<file path="src/rtl/acsp_uart_pkg.sv">
// Definitions shared by the ACSP UART transmitter and receiver.
package acsp_uart_pkg;

  typedef enum logic [1:0] {IDLE, START, DATA, STOP} uart_tx_state_t;

  localparam int UART_DATA_BITS = 8;

  // Rounded to the nearest cycle so the bit-time error stays below half a clock.
  function automatic int unsigned clks_per_bit(input int unsigned clk_hz, input int unsigned baud);
    return (clk_hz + baud / 2) / baud;
  endfunction

endpackage

</file>
<file path="src/rtl/uart_baud_counter.sv">
// Bit-time divider: counts 0..CLKS_PER_BIT-1 while enabled and pulses on the terminal count.
module uart_baud_counter #(
  parameter int unsigned CLKS_PER_BIT = 16
) (
  input  logic system_clock_i,
  input  logic reset_i,
  input  logic clear_i,
  input  logic enable_i,
  output logic bit_tick_o
);

  localparam int CNT_W = $clog2(CLKS_PER_BIT);
  localparam logic [CNT_W-1:0] TERMINAL = CNT_W'(CLKS_PER_BIT - 1);

  logic [CNT_W-1:0] count_q, count_d;

  // The tick must not depend on clear: the FSM derives clear from the tick at the end of a stop bit.
  assign bit_tick_o = enable_i && (count_q == TERMINAL);

  always_comb begin
    count_d = count_q;
    if (clear_i) begin
      count_d = '0;
    end else if (enable_i) begin
      count_d = bit_tick_o ? '0 : count_q + 1'b1;
    end
  end

  always_ff @(posedge system_clock_i or posedge reset_i) begin
    if (reset_i) begin
      count_q <= '0;
    end else begin
      count_q <= count_d;
    end
  end

endmodule

</file>
<file path="src/rtl/uart_transmitter.sv">
// 8N1 UART transmitter with a one-byte holding register behind the frame being shifted.
module uart_transmitter #(
  parameter int unsigned CLK_FREQ_HZ = 100_000_000,
  parameter int unsigned BAUD_RATE   = 9600
) (
  input  logic       system_clock_i,
  input  logic       reset_i,
  input  logic [7:0] tx_data_i,
  input  logic       tx_valid_i,
  output logic       tx_ready_o,
  output logic       tx_o,
  output logic       tx_busy_o
);

  import acsp_uart_pkg::*;

  localparam int unsigned CLKS_PER_BIT = clks_per_bit(CLK_FREQ_HZ, BAUD_RATE);

  uart_tx_state_t state_q, state_d;
  logic [UART_DATA_BITS-1:0] shift_q, shift_d;
  logic [UART_DATA_BITS-1:0] holdData_q, holdData_d;
  logic [2:0] bitIdx_q, bitIdx_d;
  logic       holdFull_q, holdFull_d;
  logic       tx_q, tx_d;
  logic       accept, load, bitTick;

  uart_baud_counter #(
    .CLKS_PER_BIT(CLKS_PER_BIT)
  ) u_baud (
    .system_clock_i(system_clock_i),
    .reset_i       (reset_i),
    .clear_i       (load),
    .enable_i      (state_q != IDLE),
    .bit_tick_o    (bitTick)
  );

  always_comb begin
    state_d    = state_q;
    shift_d    = shift_q;
    holdData_d = holdData_q;
    bitIdx_d   = bitIdx_q;
    tx_d       = tx_q;
    accept     = tx_valid_i && !holdFull_q;
    load       = 1'b0;

    case (state_q)
      IDLE: begin
        if (holdFull_q) load = 1'b1;
      end
      START: begin
        if (bitTick) begin
          state_d = DATA;
          tx_d    = shift_q[0];
        end
      end
      DATA: begin
        if (bitTick) begin
          if (bitIdx_q == 3'd7) begin
            state_d = STOP;
            tx_d    = 1'b1;
          end else begin
            shift_d  = shift_q >> 1;
            bitIdx_d = bitIdx_q + 3'd1;
            tx_d     = shift_q[1];
          end
        end
      end
      STOP: begin
        if (bitTick) begin
          if (holdFull_q) load = 1'b1;
          else            state_d = IDLE;
        end
      end
      default: state_d = IDLE;
    endcase

    // A load restarts the frame from the start bit with a fresh bit period.
    if (load) begin
      state_d  = START;
      shift_d  = holdData_q;
      bitIdx_d = 3'd0;
      tx_d     = 1'b0;
    end

    holdFull_d = (holdFull_q && !load) || accept;
    if (accept) holdData_d = tx_data_i;
  end

  always_ff @(posedge system_clock_i or posedge reset_i) begin
    if (reset_i) begin
      state_q    <= IDLE;
      shift_q    <= '0;
      holdData_q <= '0;
      bitIdx_q   <= 3'd0;
      holdFull_q <= 1'b0;
      tx_q       <= 1'b1;
    end else begin
      state_q    <= state_d;
      shift_q    <= shift_d;
      holdData_q <= holdData_d;
      bitIdx_q   <= bitIdx_d;
      holdFull_q <= holdFull_d;
      tx_q       <= tx_d;
    end
  end

  assign tx_ready_o = !holdFull_q;
  assign tx_o       = tx_q;
  assign tx_busy_o  = (state_q != IDLE) || holdFull_q;

endmodule
</file>
<file path="config.mk">
export PLATFORM = sky130hd
export DESIGN_NAME = uart_transmitter
export DESIGN_NICKNAME = d
export VERILOG_FILES = /design/src/rtl/acsp_uart_pkg.sv /design/src/rtl/uart_baud_counter.sv /design/src/rtl/uart_transmitter.sv
export SDC_FILE = /design/constraint.sdc
export NUM_CORES = 1
export LEC_CHECK = 0
export BUFFER_PORTS_ARGS = -buffer_cell sky130_fd_sc_hd__buf_2
export CORE_MARGIN = 8
export CORE_UTILIZATION = 30
export DETAILED_ROUTE_END_ITERATION = 16
export SYNTH_ARGS = -nofsm -noshare
export SYNTH_HDL_FRONTEND = slang
export SYNTH_SLANG_ARGS = --single-unit
</file>
<file path="constraint.sdc">
create_clock -name system_clock_i -period 2.8 [get_ports system_clock_i]
set_input_delay 0.42 -clock system_clock_i [delete_from_list [all_inputs] [get_ports system_clock_i]]
set_output_delay 0.42 -clock system_clock_i [all_outputs]
set_load 0.1 [all_outputs]
</file>
==> results_dict.tcl <==
set metrics [dict create \
    netSwitchingFraction 0.422 \
    comb_power_share 0.461 \
    sequentialPowerShare 0.383 \
    slew_headroom 0.465 \
    root_buffer "clkbuf_8" \
    finalCritPeriodShare 0.833 \
    worstPathArrival_ns 1.91 \
    num_vias 1374 \
    layout-drive-gt1-share 0.194 \
    endpoint_kind "output pin" \
    vias_per_cell 4.94 \
    clk_pin_slew_ns 0.07 \
    synthTopCellsByArea "dfrtp_1 (46%), ha_1 (5.1%), mux2_2 (4.6%)" \
    drc 0 \
    grt_pass1_wl_um 6640 \
    synthToLayoutAreaGrowth_pct 12.1 \
    cts_setup_buffers 0 \
    synth.distinct_cells 44 \
    yosys.area.top_type "dfrtp_1" \
    rrSetupSlack_ns 0.57 \
    grt_usage 0.0828 \
    die-area_mm2 0.00934 \
    async_flop_share 1.00 \
    synthCells 183 \
    yosysWarnings 0 \
    cts_max_level 2 \
    max_stage_delay_ns 0.44 \
    cts_resized 0 \
    dp.cells 270 \
    ctsHoldBuffers 0 \
    met2_length_um 1700 \
    hold_path.class "in2async" \
    ys_ff_latch 37 \
    m1WireLength_um 1930 \
    clock_tree.buffer_depth 2 \
    peakVddDrop_mv 0.443 \
    synth.cell_area_mm2 0.00195 \
    cp_data_required_time_ns 2.38 \
    synth_edf_count 0 \
    p_sw_mw 0.957 \
    cp_slowest_cell "buf_2" \
    fin_skew_ns 0.00770 \
    cts_tree "done" \
    initial_core_util 0.309 \
    die_y_um 96.7 \
    grt_pass1_vias 1391 \
    stdcell_area_mm2 0.00219 \
    wl_per_cell_um 13.5 \
    gp_congestion 0.777 \
    pre_cts_slack_ns 0.558 \
    finalSetupViolations 0 \
    worst_pin_slew_ns 0.801 \
    crit_family "buffers and inverters" \
    nets 219 \
    p_clk_frac 0.156 \
    io_pins 14 \
    setup_slack_ns 0.469 \
    diodes 0 \
    clkLatencyLatePin_ns 0.28 \
    critPathMaxFanout 9 \
    core_region_area_mm2 0.00631 \
    yosysTopAreaCellShare 0.462 \
    p_leak_nw 0.989 \
    power_density_mw_per_mm2 1040 \
    placed_area_mm2 0.00210 \
    cp_cell_sequence "inv_1 > ha_1 > nor2b_1 > buf_4 > inv_2 > buf_2" \
    drv_cap 0 \
    die_x_um 96.7 \
    cp_num_buf_inv 4 \
    outcome "complete, no violations" \
    stdcell_count 278 \
    grt_max_degree 19 \
    start_kind "flip-flop" \
    numCtsBuffers 5 \
    wl_um 3760 \
    antenna_left 0 \
    first_pass_iters 4 \
    dr.first_iter.drc_count 58 \
    clkSinkCount 37 \
    seq_area_frac_synth 0.475 \
    overflow 0 \
    hold_violations 0 \
    top_layer "met4" \
    grt_setup_unrepaired "no" \
    fmax_ghz 0.429 \
    avgSynthCellArea_um2 10.7 \
    syn_nets 202 \
    port_buffers 13 \
    worst-setup-path-type "reg2out" \
    slew_violations 0 \
    rows 29 \
    finalSetupTns_ns 0 \
    p_int_mw 1.31 \
    antenna_found_initial 0 \
    report.power.total_mw 2.27 \
    hpwl_um 2750 \
    fin_crit_ns 2.33 \
    wl_met3_um 51 \
    ys.flop_type "dfrtp_1" \
]
==> layer usage <==
layer	track usage	up-vias
met1	0.112	654
met5	0	-
met4	0.0391	0
met2	0.126	16
met3	0.0128	5
li1	-	699
==> layout by cell type, fill, tap and decap left out, types with 2 or more instances in the layout <==
master,instances
a21o_1,4
xor2_1,6
mux2i_1,3
a2bb2oi_1,7
ha_1,8
or3_1,3
dfrtp_1,36
nand4_1,4
o22ai_1,10
clkinv_2,2
nor3_1,5
xnor2_1,4
clkbuf_8,5
nor2b_1,3
nor4b_1,2
nand3_1,4
inv_1,9
buf_4,4
a32o_1,2
mux2_2,8
o21ai_0,2
and4_1,2
buf_2,13
nand2_1,7
a21oi_1,5
nor3b_1,2
nor2_1,22
==> power by group through the flow <==
stage          Combinational (mW)  Clock [mW]  Sequential, mW
3_3_place_gp                 1.04           0           0.877
5_1_grt                      1.17       0.392           0.894
3_5_place_dp                 1.06           0           0.880
6_report                     1.05       0.354           0.868
4_1_cts                      1.07       0.370           0.871
2_1_floorplan               0.827           0           0.886
==> area by class of cell <==
cell class              count  area, µm²
repair buffers             17       95.1
clock inverters             2       10.0
inverters                  10       37.5
multi-input cells         129        948
flip-flops and latches     37        927
fillers                   660       4130
well taps                  77       96.3
clock buffers               6       72.6
==> worst register-to-register path: cells and delay by family (launching register included) <==
kind	cells	cell delay, ns
flip-flops	1	0.40
AND/OR/NAND/NOR	2	0.52
adder cells (fa/ha/maj)	1	0.31
AO/OA/AOI/OAI	3	0.81
buffers and inverters	1	0.09
==> worst paths after layout <==
check / startpoint / to / cells past startpoint
worst min-delay path: reset_i / u_baud.count_q[7]$_DFFE_PP0P_ / 2
worst max-delay path: state_q[0]$_DFFE_PP0P_ / tx_busy_o / 6
worst min register to register: bitIdx_q[0]$_DFFE_PP0P_ / bitIdx_q[0]$_DFFE_PP0P_ / 1
max in group asynchronous: reset_i / tx_o$_DFFE_PP1P_ / 3
worst max register to register: state_q[0]$_DFFE_PP0P_ / u_baud.count_q[11]$_DFFE_PP0P_ / 7
min in group system_clock_i: tx_data_i[0] / holdData_q[0]$_DFFE_PP0P_ / 2
==> cell families (layout without fill, tap and decap cells) <==
family / count (synthesis) / count (layout) / synth area share
AND/OR/NAND/NOR: 60 / 60 / 0.164
AO/OA/AOI/OAI: 40 / 40 / 0.164
flip-flops: 37 / 37 / 0.475
buffers and inverters: 17 / 35 / 0.0391
multiplexers: 11 / 11 / 0.0615
XOR/XNOR: 10 / 10 / 0.0449
adder cells (fa/ha/maj): 8 / 8 / 0.0513
==> flip-flops by register name (all words and copies together) (netlist names) <==
name / flops
u_baud.count_q: 14
holdData_q: 8
shift_q: 8
bitIdx_q: 3
state_q: 2
holdFull_q: 1
tx_o: 1
==> stage by stage <==
stage	hold slack, ns	util
2_1_floorplan	0.457	-
3_3_place_gp	0.478	0.333
3_5_place_dp	0.481	0.333
4_1_cts	0.241	0.346
5_1_grt	0.295	0.346
6_report	0.228	0.346
==> cells in the mapped netlist, types with 2 or more instances <==
master and number:
clkbuf_1 2, a2bb2oi_1 7, inv_1 9, or3_1 3, mux2i_1 3, o21ai_0 2, xor2_1 6, nor2_1 22
nand4_1 4, a32o_1 2, o22ai_1 10, nor3_1 5, a21o_1 4, xnor2_1 4, dfrtp_1 36, buf_2 4
nor2b_1 3, a21oi_1 5, nand2_1 7, nor4b_1 2, nand3_1 4, nor3b_1 2, mux2_2 8, and4_1 2
ha_1 8
Power figures use the tool's default switching activity.
